==> config.mk <==
export PLATFORM = sky130hd
export DESIGN_NAME = spad_cmd_decoder
export DESIGN_NICKNAME = d
export VERILOG_FILES = /design/src/rtl/datapath_pkg.sv /design/src/rtl/spad_row_addr_gen.sv /design/src/rtl/spad_cmd_decoder.sv
export SDC_FILE = /design/constraint.sdc
export NUM_CORES = 1
export LEC_CHECK = 0
export CAP_MARGIN = 20
export CORE_MARGIN = 4
export CORE_UTILIZATION = 45
export DETAILED_ROUTE_END_ITERATION = 10
export PLACE_DENSITY_LB_ADDON = 0.05
export REMOVE_ABC_BUFFERS = 1
export SLEW_MARGIN = 20
export SYNTH_ARGS = -nofsm -noshare
export SYNTH_HDL_FRONTEND = slang
export SYNTH_HIERARCHICAL = 1
export SYNTH_SLANG_ARGS = --single-unit
export TNS_END_PERCENT = 10
==> constraint.sdc <==
create_clock -name CLK -period 5 [get_ports CLK]
set_clock_uncertainty 0.1 [all_clocks]
set_input_delay 1 -clock CLK [delete_from_list [all_inputs] [get_ports CLK]]
set_output_delay 1 -clock CLK [all_outputs]
set_load 0.01 [all_outputs]
==> src/rtl/datapath_pkg.sv <==
// Shared types for the scratchpad command decoder: command op encoding,
// the 38-bit FIFO entry layout and the decoder FSM states.
package datapath_pkg;

  typedef enum logic [1:0] {
    OP_ILLEGAL = 2'b00,
    OP_LOAD    = 2'b01,
    OP_STORE   = 2'b10,
    OP_GEMM    = 2'b11
  } spad_op_t;

  typedef struct packed {
    spad_op_t    op;
    logic [3:0]  mat;
    logic [31:0] payload;
  } spad_cmd_t;

  typedef enum logic [1:0] {
    IDLE  = 2'b00,
    LOAD  = 2'b01,
    STORE = 2'b10,
    GEMM  = 2'b11
  } spad_state_t;

  localparam int CMD_W = $bits(spad_cmd_t);

endpackage

==> src/rtl/spad_row_addr_gen.sv <==
// Tile row counter plus row address generator: addr = base + row*ROW_BYTES,
// wrapping modulo 2^32.
module spad_row_addr_gen #(
  parameter int MAT_ROWS  = 4,
  parameter int ROW_BYTES = 8
) (
  input  logic                        clk,
  input  logic                        rst_n,
  input  logic                        clear,
  input  logic                        advance,
  input  logic [31:0]                 base,
  output logic [$clog2(MAT_ROWS)-1:0] row,
  output logic                        last,
  output logic [31:0]                 addr
);

  localparam int ROW_W = $clog2(MAT_ROWS);

  logic [ROW_W-1:0] row_reg;

  always_ff @(posedge clk or negedge rst_n) begin
    if (!rst_n) begin
      row_reg <= '0;
    end else if (clear) begin
      row_reg <= '0;
    end else if (advance) begin
      row_reg <= row_reg + 1'b1;
    end
  end

  assign row  = row_reg;
  assign last = (row_reg == ROW_W'(MAT_ROWS - 1));
  // Truncation to 32 bits gives the required address wrap for free.
  assign addr = base + (32'(row_reg) * 32'(ROW_BYTES));

endmodule

==> src/rtl/spad_cmd_decoder.sv <==
// Scratchpad command decoder: pops FIFO commands and sequences per-row memory
// requests or a single GEMM issue. Define SPAD_PERF_CNT_EN for perf counters.
module spad_cmd_decoder
  import datapath_pkg::*;
#(
  parameter int MAT_ROWS  = 4,
  parameter int ROW_BYTES = 8
) (
  input  logic                        CLK,
  input  logic                        nRST,
  input  logic                        fifo_empty,
  input  logic [37:0]                 fifo_rdata,
  output logic                        fifo_ren,
  output logic                        mem_req,
  output logic                        mem_wen,
  output logic [31:0]                 mem_addr,
  output logic [3:0]                  mem_mat,
  output logic [$clog2(MAT_ROWS)-1:0] mem_row,
  input  logic                        mem_ready,
  output logic                        gemm_valid,
  output logic                        gemm_new_weight,
  output logic [15:0]                 gemm_sel,
  input  logic                        gemm_ready,
  output logic                        busy,
  output logic                        err_op
`ifdef SPAD_PERF_CNT_EN
  ,
  output logic [31:0]                 perf_ld_cnt,
  output logic [31:0]                 perf_st_cnt,
  output logic [31:0]                 perf_gemm_cnt
`endif
);

  localparam int ROW_W = $clog2(MAT_ROWS);

  spad_state_t state_reg, state_next;
  spad_cmd_t   head;
  logic [3:0]  mat_reg;
  logic [31:0] payload_reg;
  logic        err_reg;

  logic             mem_active;
  logic             mem_hs;
  logic             row_last;
  logic [ROW_W-1:0] row;
  logic [31:0]      row_addr;

  assign head = spad_cmd_t'(fifo_rdata);

  // fifo_ren is gated by nRST so that no pop is presented while in reset.
  always_comb begin
    state_next = state_reg;
    fifo_ren   = 1'b0;
    case (state_reg)
      IDLE: begin
        if (!fifo_empty && nRST) begin
          fifo_ren = 1'b1;
          case (head.op)
            OP_LOAD:  state_next = LOAD;
            OP_STORE: state_next = STORE;
            OP_GEMM:  state_next = GEMM;
            default:  state_next = IDLE;
          endcase
        end
      end
      LOAD, STORE: begin
        if (mem_hs && row_last) state_next = IDLE;
      end
      GEMM: begin
        if (gemm_ready) state_next = IDLE;
      end
      default: state_next = IDLE;
    endcase
  end

  always_ff @(posedge CLK or negedge nRST) begin
    if (!nRST) begin
      state_reg   <= IDLE;
      mat_reg     <= '0;
      payload_reg <= '0;
      err_reg     <= 1'b0;
    end else begin
      state_reg <= state_next;
      err_reg   <= fifo_ren && (head.op == OP_ILLEGAL);
      if (fifo_ren) begin
        mat_reg     <= head.mat;
        payload_reg <= head.payload;
      end
    end
  end

  spad_row_addr_gen #(
    .MAT_ROWS (MAT_ROWS),
    .ROW_BYTES(ROW_BYTES)
  ) u_row_addr_gen (
    .clk    (CLK),
    .rst_n  (nRST),
    .clear  (fifo_ren),
    .advance(mem_hs),
    .base   (payload_reg),
    .row    (row),
    .last   (row_last),
    .addr   (row_addr)
  );

  assign mem_active = (state_reg == LOAD) || (state_reg == STORE);
  assign mem_hs     = mem_active && mem_ready;

  assign mem_req  = mem_active;
  assign mem_wen  = (state_reg == STORE);
  assign mem_addr = mem_active ? row_addr : '0;
  assign mem_mat  = mem_active ? mat_reg : '0;
  assign mem_row  = mem_active ? row : '0;

  // mat[3] selects a fresh weight load; mat[2:0] and payload[31:16] are don't-care here.
  assign gemm_valid      = (state_reg == GEMM);
  assign gemm_new_weight = gemm_valid && mat_reg[3];
  assign gemm_sel        = gemm_valid ? payload_reg[15:0] : '0;

  assign busy   = (state_reg != IDLE);
  assign err_op = err_reg;

`ifdef SPAD_PERF_CNT_EN
  logic [31:0] ld_cnt_reg, st_cnt_reg, gemm_cnt_reg;

  always_ff @(posedge CLK or negedge nRST) begin
    if (!nRST) begin
      ld_cnt_reg   <= '0;
      st_cnt_reg   <= '0;
      gemm_cnt_reg <= '0;
    end else begin
      if ((state_reg == LOAD) && mem_hs && row_last)  ld_cnt_reg   <= ld_cnt_reg + 1'b1;
      if ((state_reg == STORE) && mem_hs && row_last) st_cnt_reg   <= st_cnt_reg + 1'b1;
      if (gemm_valid && gemm_ready)                   gemm_cnt_reg <= gemm_cnt_reg + 1'b1;
    end
  end

  assign perf_ld_cnt   = ld_cnt_reg;
  assign perf_st_cnt   = st_cnt_reg;
  assign perf_gemm_cnt = gemm_cnt_reg;
`endif

endmodule

==> results of run 1 <==
-- cell type report --
class	count	area share, %
Clock buffer	5	1.75
Clock inverter	2	0.891
Inverter	9	0.859
Multi-Input combinational cell	196	41.5
Sequential cell	41	26.1
Tap cell	75	2.39
Timing Repair Buffer	105	26.5
-- routing by layer --
layer	vias up	track usage, %	wire length [um]
met1	1028	24.5	3010
li1	1064	-	-
met4	0	5.24	80
met3	8	6.18	531
met2	70	29.3	3090
met5	-	0	0
-- how the worst min path moves through the flow --
| stage | from | end | slack (ns) | cells after the start |
|---|---|---|---|---|
| after floorplan | mat_reg[0]$_DFFE_PN0P_ | mat_reg[0]$_DFFE_PN0P_ | 0.37 | 1 |
| after global placement | mat_reg[2]$_DFFE_PN0P_ | mat_reg[2]$_DFFE_PN0P_ | 0.39 | 1 |
| after detailed placement | mat_reg[1]$_DFFE_PN0P_ | mat_reg[1]$_DFFE_PN0P_ | 0.39 | 1 |
| after CTS | mat_reg[1]$_DFFE_PN0P_ | mat_reg[1]$_DFFE_PN0P_ | 0.42 | 1 |
| after global routing | mat_reg[2]$_DFFE_PN0P_ | mat_reg[2]$_DFFE_PN0P_ | 0.44 | 1 |
| final | mat_reg[1]$_DFFE_PN0P_ | mat_reg[1]$_DFFE_PN0P_ | 0.41 | 1 |
-- logic make-up after synthesis --
group           Yosys count  synth area share [%]
buf+inv                  23                  4.67
simple gates            118                  27.5
xor+xnor                 28                  8.81
mux                      37                  17.3
compound gates            6                  1.44
fa+ha+maj                 7                  3.42
flops                    41                  36.9
-- worst register-to-register path, delay by kind of cell, from the launching register on --
family,cells,cell delay [ns]
DFF,1,0.38
buffers and inverters,1,0.10
and+or+nand+nor,1,0.18
adders and majority gates,1,0.71
AOI/OAI and AO/OA,2,0.56
-- through the flow --
step,std cells,power [mW],area (um^2),util (%)
5_1_grt,433,2.26,3930,66.0
3_3_place_gp,426,1.84,3820,64.2
6_report,433,2.10,3930,66.0
4_1_cts,433,2.13,3930,66.0
3_5_place_dp,426,1.86,3820,64.2
2_1_floorplan,246,1.31,2690,-
-- power by group through the flow --
stage | registers [mW] | clock network [mW] | logic [mW]
finish | 0.688 | 0.264 | 1.15
global route | 0.717 | 0.285 | 1.26
CTS | 0.687 | 0.271 | 1.17
detailed placement | 0.693 | 0 | 1.16
global placement | 0.690 | 0 | 1.15
floorplan | 0.640 | 0 | 0.675
-- synthesized netlist by cell type (5+ instances only) --
| cell type | count | share of area, % |
|---|---|---|
| and2_1 | 56 | 13 |
| clkbuf_1 | 5 | 0.67 |
| dfrtp_1 | 41 | 37 |
| ha_1 | 6 | 2.7 |
| inv_1 | 9 | 1.2 |
| mux2_2 | 18 | 7.3 |
| mux2_4 | 18 | 9.7 |
| nand2_1 | 15 | 2.0 |
| nand3_1 | 8 | 1.4 |
| nand4_1 | 5 | 1.1 |
| nor2_1 | 7 | 0.94 |
| xnor2_1 | 14 | 4.4 |
| xor2_1 | 14 | 4.4 |
==> results.py, run 1 <==
metrics = {
    "layout": {
        "largest_reg_flops": 32,
        "nets": 408,
        "final_common_cell": "clkdlybuf4s50_1",
        "drive_gt1_share_pct": 17.0,
        "syn2layout_area_growth_pct": 41.2,
        "fillers": 496,
        "multi_input_area_um2": 1630,
        "n_antenna_cell": 0,
        "layout_common_cells": "clkdlybuf4s50_1 (102), and2_1 (56), dfrtp_1 (41)",
        "final-seq-area_um2": 1030,
    },
    "global_routing": {
        "track_usage_pct": 18.6,
        "grt_first_pass_wirelength_um": 11100,
        "grt_max_degree": 43,
        "grt_pass1_vias": 2242,
        "antenna_found_initial": 0,
        "grt_remaining_overflow": 0,
    },
    "cts": {
        "cts_sinks": 41,
        "insertion_delay_ns": 0.29,
        "h-tree-depth": 2,
        "root_buffer": "clkbuf_8",
        "cts_setup_buffers": 0,
        "ctsResizeCount": 0,
        "cts_tree": "built",
        "numCtsBuffers": 5,
        "clkTransAtPathRegs_ns": 0.08,
        "cts_buffer_depth": 2,
        "cts_hold_buffers": 0,
    },
    "sta": {
        "report.final.slew_viol_count": 0,
        "whs_ns": 0.412,
        "worstMarginPinSlew_ns": 0.639,
        "max_freq_mhz": 241,
        "layout_setup_ws_ns": 0.849,
        "max-slew-margin-rel_pct": 57.4,
        "finalCritPeriodShare_pct": 83.0,
        "finalSetupViolations": 0,
        "rsz0062_at_grt": "false",
        "min_period_ns": 4.15,
        "finalHoldViolCount": 0,
        "tns_ns": 0,
    },
    "placement": {
        "gp_congestion": 0.764,
        "hpwl_um": 4770,
        "dp_slack_ns": 1.18,
        "portBuffers": 103,
    },
    "worst_setup_path": {
        "critical_path.max_stage_delay_ns": 0.53,
        "path_max_fanout": 8,
        "critPathTopFamily": "simple AND/OR/NAND/NOR gates",
        "r2r_end": "state_reg[0]$_DFFE_PN0P_",
        "r2r_cells": 5,
        "endpoint": "mem_addr[21]",
        "path_cells": "ha_1 -> inv_1 -> fa_1 -> and4b_1 -> and4_2 -> nand4_1 -> xnor2_1 -> and2_1 -> clkdlybuf4s50_1",
        "cp-start-kind": "flip-flop",
        "endpoint_kind": "output port",
        "cp.depth": 9,
        "worstPathRequired_ns": 3.90,
        "cp_num_buf_inv": 2,
        "crit_arrival_ns": 3.05,
        "worstSetupPathType": "reg -> out",
        "cp_slowest_cell": "clkdlybuf4s50_1",
        "crit_start": "u_row_addr_gen/row[0]$_DFFE_PN0P_",
        "rrSetupSlack_ns": 2.85,
        "worstReg2RegStart": "state_reg[0]$_DFFE_PN0P_",
    },
    "power": {
        "clkPwrFrac_pct": 12.5,
        "peakVddDrop_v": 0.000335,
        "pwr-share-seq_pct": 32.7,
        "cellLeakagePower_nw": 1.67,
        "p_sw_share_pct": 36.3,
        "power_frac_comb_pct": 54.8,
        "internal_power_mw": 1.34,
        "switchingPower_mw": 0.764,
        "power_density_nw_per_um2": 535,
    },
    "floorplan": {
        "core_um2": 5960,
        "num_rows": 28,
        "die_w_um": 86.7,
        "dieArea_um2": 7510,
        "die_y_um": 86.7,
        "io_pins": 104,
        "start_util_pct": 46.7,
    },
    "synth": {
        "synth-edff-count": 0,
        "avgSynthCellArea_um2": 10.7,
        "ys_types": 38,
        "netlist_instances": 260,
        "async_flop_share_pct": 100,
        "ys_ff_latch": 41,
        "yosysSeqAreaShare_pct": 36.9,
        "yosys_warnings": 6,
        "synth_flop_cell": "dfrtp_1",
        "syn-cell-area_um2": 2780,
    },
    "drt": {
        "antenna_left": 0,
        "dr.pass1.iters": 4,
        "drtIter0Drc": 81,
        "remaining_drc_errors": 0,
        "via_per_inst": 5.01,
        "wl_um": 6710,
        "post_drt_wl_per_cell_um": 15.5,
        "via_count": 2170,
    },
    "flow_run": {
        "maxCapViolations": 0,
    },
    "worst_hold_path": {
        "hold_class": "reg -> reg",
    },
    "status": {
        "status": "finished, final reports clean",
    },
}
Power figures use the tool's default switching activity.
==> run 2, diff against run 1 <==
--- a/config.mk
+++ b/config.mk
@@ -7,7 +7,7 @@
 export LEC_CHECK = 0
 export CAP_MARGIN = 20
 export CORE_MARGIN = 4
-export CORE_UTILIZATION = 45
+export CORE_UTILIZATION = 41
 export DETAILED_ROUTE_END_ITERATION = 10
 export PLACE_DENSITY_LB_ADDON = 0.05
 export REMOVE_ABC_BUFFERS = 1
==> constraint.sdc (replaced) <==
create_clock -name CLK -period 3.6 [get_ports CLK]
set_clock_uncertainty 0.1 [all_clocks]
set_input_delay 0.72 -clock CLK [delete_from_list [all_inputs] [get_ports CLK]]
set_output_delay 0.72 -clock CLK [all_outputs]
set_load 0.01 [all_outputs]
==> run 2 against run 1 <==
Largest power group unchanged. Clock-buffer cell count unchanged. Sequential share of layout area down 0.53 points. Clock power up 69%. Via count up 1.8%. Sequential cell count unchanged. Worst setup slack worse by 0.75 ns. Utilization down 3.8 points.
==> results.py, run 2 (same netlist as run 1, synthesis figures left out) <==
metrics = {
    "sta": {
        "report.final.slew_viol_count": 0,
        "worstMarginPinSlew_ns": 0.710,
        "finalSetupViolations": 0,
        "max-slew-margin-rel_pct": 52.7,
        "max_freq_mhz": 285,
        "min_period_ns": 3.50,
        "rsz0062_at_grt": "true",
        "finalHoldViolCount": 0,
        "whs_ns": 0.412,
        "finalCritPeriodShare_pct": 97.3,
    },
    "global_routing": {
        "grt_remaining_overflow": 0,
        "track_usage_pct": 17.0,
        "antenna_found_initial": 0,
        "grt_pass1_vias": 2218,
        "grt_max_degree": 43,
        "grt_first_pass_wirelength_um": 11300,
    },
    "power": {
        "peakVddDrop_v": 0.000460,
        "cellLeakagePower_nw": 1.83,
        "power_density_nw_per_um2": 750,
    },
    "placement": {
        "hpwl_um": 4810,
        "portBuffers": 103,
        "dp_cells": 430,
        "gp_congestion": 0.887,
        "placed_area_um2": 3840,
    },
    "cts": {
        "root_buffer": "clkbuf_8",
        "clkTransAtPathRegs_ns": 0.08,
        "numCtsBuffers": 5,
        "cts_tree": "built",
        "cts_buffer_depth": 2,
        "h-tree-depth": 2,
        "cts_sinks": 41,
        "insertion_delay_ns": 0.29,
    },
    "drt": {
        "via_per_inst": 5.02,
        "post_drt_wl_per_cell_um": 15.5,
        "drtIter0Drc": 74,
        "remaining_drc_errors": 0,
        "antenna_left": 0,
        "wl_um": 6840,
        "via_count": 2210,
        "dr.pass1.iters": 4,
    },
    "floorplan": {
        "die_w_um": 90.4,
        "dieArea_um2": 8170,
        "io_pins": 104,
        "start_util_pct": 43.1,
        "num_rows": 29,
        "core_um2": 6460,
        "die_y_um": 90.4,
    },
    "worst_setup_path": {
        "endpoint_kind": "output port",
        "cp-start-kind": "flip-flop",
        "worstPathRequired_ns": 2.78,
        "path_max_fanout": 9,
        "rrSetupSlack_ns": 1.51,
        "worstSetupPathType": "reg -> out",
        "worstReg2RegStart": "state_reg[0]$_DFFE_PN0P_",
        "r2r_cells": 6,
        "crit_arrival_ns": 2.68,
        "r2r_end": "state_reg[0]$_DFFE_PN0P_",
    },
    "flow_run": {
        "maxCapViolations": 0,
    },
    "layout": {
        "final_area_um2": 4020,
        "n_antenna_cell": 0,
        "layout_common_cells": "clkdlybuf4s50_1 (93), and2_1 (56), dfrtp_1 (40)",
        "fin_cells": 440,
        "postLayoutCoreUtil_pct": 62.2,
        "final_common_cell": "clkdlybuf4s50_1",
        "nets": 412,
        "largest_reg_flops": 32,
        "drive_gt1_share_pct": 18.7,
        "fillers": 582,
        "syn2layout_area_growth_pct": 44.3,
    },
    "status": {
        "status": "finished, final reports clean",
    },
    "worst_hold_path": {
        "hold_depth": 1,
        "min_from": "mat_reg[0]$_DFFE_PN0P_",
        "holdPathEnd": "mat_reg[0]$_DFFE_PN0P_",
        "hold_class": "reg -> reg",
    },
}
run 2: per-stage QoR:
stage          worst slack [ns]  TNS, ns  total power, mW
2_1_floorplan             0.646        0             1.83
3_3_place_gp              0.196        0             2.57
3_5_place_dp              0.152        0             2.59
4_1_cts                 -0.0167  -0.0167             3.05
5_1_grt                 -0.0395  -0.0526             3.25
6_report                 0.0971        0             3.01
run 2: timing repair:
action,CTS,global route
buffers inserted,1,1
pin swaps,0,2
resized for setup,4,9
hold buffers,0,0
setup endpoints to repair,15,11
endpoints found under the hold margin,0,0
run 2: worst max-delay path by stage:
stage	depth (start not counted)	endpoint	start
after detailed placement	9	mem_addr[21]	u_row_addr_gen/row[0]$_DFFE_PN0P_
after global routing	7	mem_addr[20]	u_row_addr_gen/row[1]$_DFFE_PN0P_
final	7	mem_addr[20]	u_row_addr_gen/row[1]$_DFFE_PN0P_
after global placement	9	mem_addr[21]	u_row_addr_gen/row[0]$_DFFE_PN0P_
after CTS	9	mem_addr[25]	payload_reg[3]$_DFFE_PN0P_
after floorplan	3	fifo_ren	nRST
run 2: worst max-delay path, cell delays in order (launching register included):
cell and delay (ns):
dfrtp_2 0.45, ha_1 0.28, a21oi_1 0.10, or3b_4 0.49, nor4_4 0.24, xor2_1 0.15
and2_1 0.14, clkdlybuf4s50_1 0.53
run 2: power by group:
part | switching, mW | leakage, nW | internal (mW)
sequential | 0.266 | 0.489 | 0.686
clock | 0.169 | 0.0681 | 0.276
combinational | 0.644 | 1.28 | 0.972
run 2: final cells by class:
cell class                 instances  area, um^2  area share (%)
multi-input combinational        196        1640            40.7
timing repair buffer             109        1090            27.1
sequential                        41        1030            25.6
tap                               77        96.3            2.40
clock buffer                       5        68.8            1.71
clock inverter                     3        65.1            1.62
inverter                           9        33.8           0.841
run 2: layer usage:
metal / share of wire, % / global-route usage [%] / routed length [um]
met1: 46 / 22.1 / 3130
met2: 46 / 27.1 / 3150
met3: 7.0 / 5.75 / 481
met4: 1.1 / 4.21 / 77
met5: 0 / 0 / 0
==> run 3, diff against run 2 <==
--- a/config.mk
+++ b/config.mk
@@ -10,6 +10,7 @@
 export CORE_UTILIZATION = 41
 export DETAILED_ROUTE_END_ITERATION = 10
 export PLACE_DENSITY_LB_ADDON = 0.05
+export RECOVER_POWER = 100
 export REMOVE_ABC_BUFFERS = 1
 export SLEW_MARGIN = 20
 export SYNTH_ARGS = -nofsm -noshare
==> run 3 against run 2 <==
Register-to-register slack is essentially flat. Clock-buffer cell count did not move. Sequential share of layout area hardly changed. Cell area about the same. First-iteration DRC count is the same. Worst setup slack stayed put. Routed wire length hardly changed. Highest routed layer unchanged. Critical endpoint unchanged. Critical path type unchanged. Combinational power barely moved. Die area did not move. Sequential power about the same. Maximum frequency unchanged. Global-route usage is the same.
==> results.py, run 3 (same netlist as run 1, synthesis figures left out) <==
metrics = {
    "cts": {
        "clkTransAtPathRegs_ns": 0.08,
        "cts_buffer_depth": 2,
        "numCtsBuffers": 5,
        "insertion_delay_ns": 0.29,
        "h-tree-depth": 2,
        "cts_sinks": 41,
        "cts_tree": "built",
        "root_buffer": "clkbuf_8",
    },
    "layout": {
        "fillers": 583,
        "final_common_cell": "clkdlybuf4s50_1",
        "drive_gt1_share_pct": 18.5,
        "nets": 412,
        "final_area_um2": 4020,
        "largest_reg_flops": 32,
        "layout_common_cells": "clkdlybuf4s50_1 (93), and2_1 (56), dfrtp_1 (40)",
        "n_antenna_cell": 0,
        "syn2layout_area_growth_pct": 44.3,
    },
    "sta": {
        "layout_setup_ws_ns": 0.0971,
        "max_freq_mhz": 285,
        "finalHoldViolCount": 0,
        "tns_ns": 0,
        "finalSetupViolations": 0,
        "max-slew-margin-rel_pct": 52.7,
        "rsz0062_at_grt": "true",
        "whs_ns": 0.412,
        "worstMarginPinSlew_ns": 0.710,
        "report.final.slew_viol_count": 0,
        "finalCritPeriodShare_pct": 97.3,
        "min_period_ns": 3.50,
    },
    "drt": {
        "via_per_inst": 5.02,
        "post_drt_wl_per_cell_um": 15.5,
        "dr.pass1.iters": 4,
        "drtIter0Drc": 74,
        "via_count": 2210,
        "wl_um": 6840,
        "antenna_left": 0,
        "remaining_drc_errors": 0,
    },
    "floorplan": {
        "start_util_pct": 43.1,
        "num_rows": 29,
        "core_um2": 6460,
        "die_y_um": 90.4,
        "io_pins": 104,
        "die_w_um": 90.4,
        "dieArea_um2": 8170,
    },
    "worst_setup_path": {
        "crit_arrival_ns": 2.68,
        "worstSetupPathType": "reg -> out",
        "endpoint_kind": "output port",
        "cp-start-kind": "flip-flop",
        "path_max_fanout": 9,
        "worstPathRequired_ns": 2.78,
    },
    "global_routing": {
        "track_usage_pct": 17.0,
        "antenna_found_initial": 0,
        "grt_pass1_vias": 2218,
        "grt_first_pass_wirelength_um": 11300,
        "grt_max_degree": 43,
        "grt_remaining_overflow": 0,
    },
    "placement": {
        "placed_area_um2": 3840,
        "portBuffers": 103,
        "hpwl_um": 4810,
        "dp_slack_ns": 0.152,
        "gp_congestion": 0.887,
    },
    "power": {
        "peakVddDrop_v": 0.000460,
        "power_density_nw_per_um2": 750,
        "cellLeakagePower_nw": 1.83,
    },
    "status": {
        "status": "finished, final reports clean",
    },
    "flow_run": {
        "maxCapViolations": 0,
    },
    "worst_hold_path": {
        "hold_class": "reg -> reg",
    },
}
[run 3: cell count changes in the layout (fill, tap and decap cells not counted)]
cell,delta
clkbuf_1,+1
buf_2,-1
[run 3: final timing paths]
check	from	endpoint	slack, ns	depth (start not counted)
max in group asynchronous	nRST	payload_reg[22]$_DFFE_PN0P_	2.51	2
min in group asynchronous	nRST	mat_reg[3]$_DFFE_PN0P_	0.49	2
worst min-delay path	mat_reg[0]$_DFFE_PN0P_	mat_reg[0]$_DFFE_PN0P_	0.41	1
worst min register to register	mat_reg[0]$_DFFE_PN0P_	mat_reg[0]$_DFFE_PN0P_	0.41	1
worst max-delay path	u_row_addr_gen/row[1]$_DFFE_PN0P_	mem_addr[20]	0.1	7
worst max register to register	state_reg[0]$_DFFE_PN0P_	state_reg[0]$_DFFE_PN0P_	1.51	6
[run 3: layout make-up]
type / count / area, um^2 / share of cell area (%)
multi-input cells: 196 / 1640 / 40.7
repair buffers: 109 / 1090 / 27.1
flip-flops and latches: 41 / 1030 / 25.6
well taps: 77 / 96.3 / 2.40
clock buffers: 5 / 68.8 / 1.71
clock inverters: 3 / 65.1 / 1.62
inverters: 9 / 33.8 / 0.841
[run 3: layer usage]
metal,global-route usage (%),vias up,share of wire [%]
li1,-,1069,-
met1,22.1,1058,46
met2,27.1,73,46
met3,5.75,10,7.0
met4,4.21,0,1.1
met5,0,-,0
[run 3: report_power, final]
part           internal, mW  switching [mW]
Clock                 0.276           0.169
Combinational         0.972           0.644
Sequential            0.686           0.266
[run 3: per-stage QoR]
stage               total power, mW  util [%]  std cells
finish                         3.01      62.2        440
detailed placement             2.59      59.5        430
CTS                            3.05      61.8        439
global route                   3.25      62.2        440
floorplan                      1.83         -        246
global placement               2.57      59.5        430
[run 3: what timing repair did]
| action | in CTS | in global routing |
|---|---|---|
| pin swaps | 0 | 2 |
| hold buffers | 0 | 0 |
| endpoints found under the setup margin | 15 | 11 |
| setup buffers | 1 | 1 |
| gates resized for setup | 4 | 9 |
[run 3: critical path: stages (launching register included)]
cell and delay, ns:
dfrtp_2 0.45, ha_1 0.28, a21oi_1 0.10, or3b_4 0.49, nor4_4 0.24, xor2_1 0.15, and2_1 0.14, clkdlybuf4s50_1 0.53
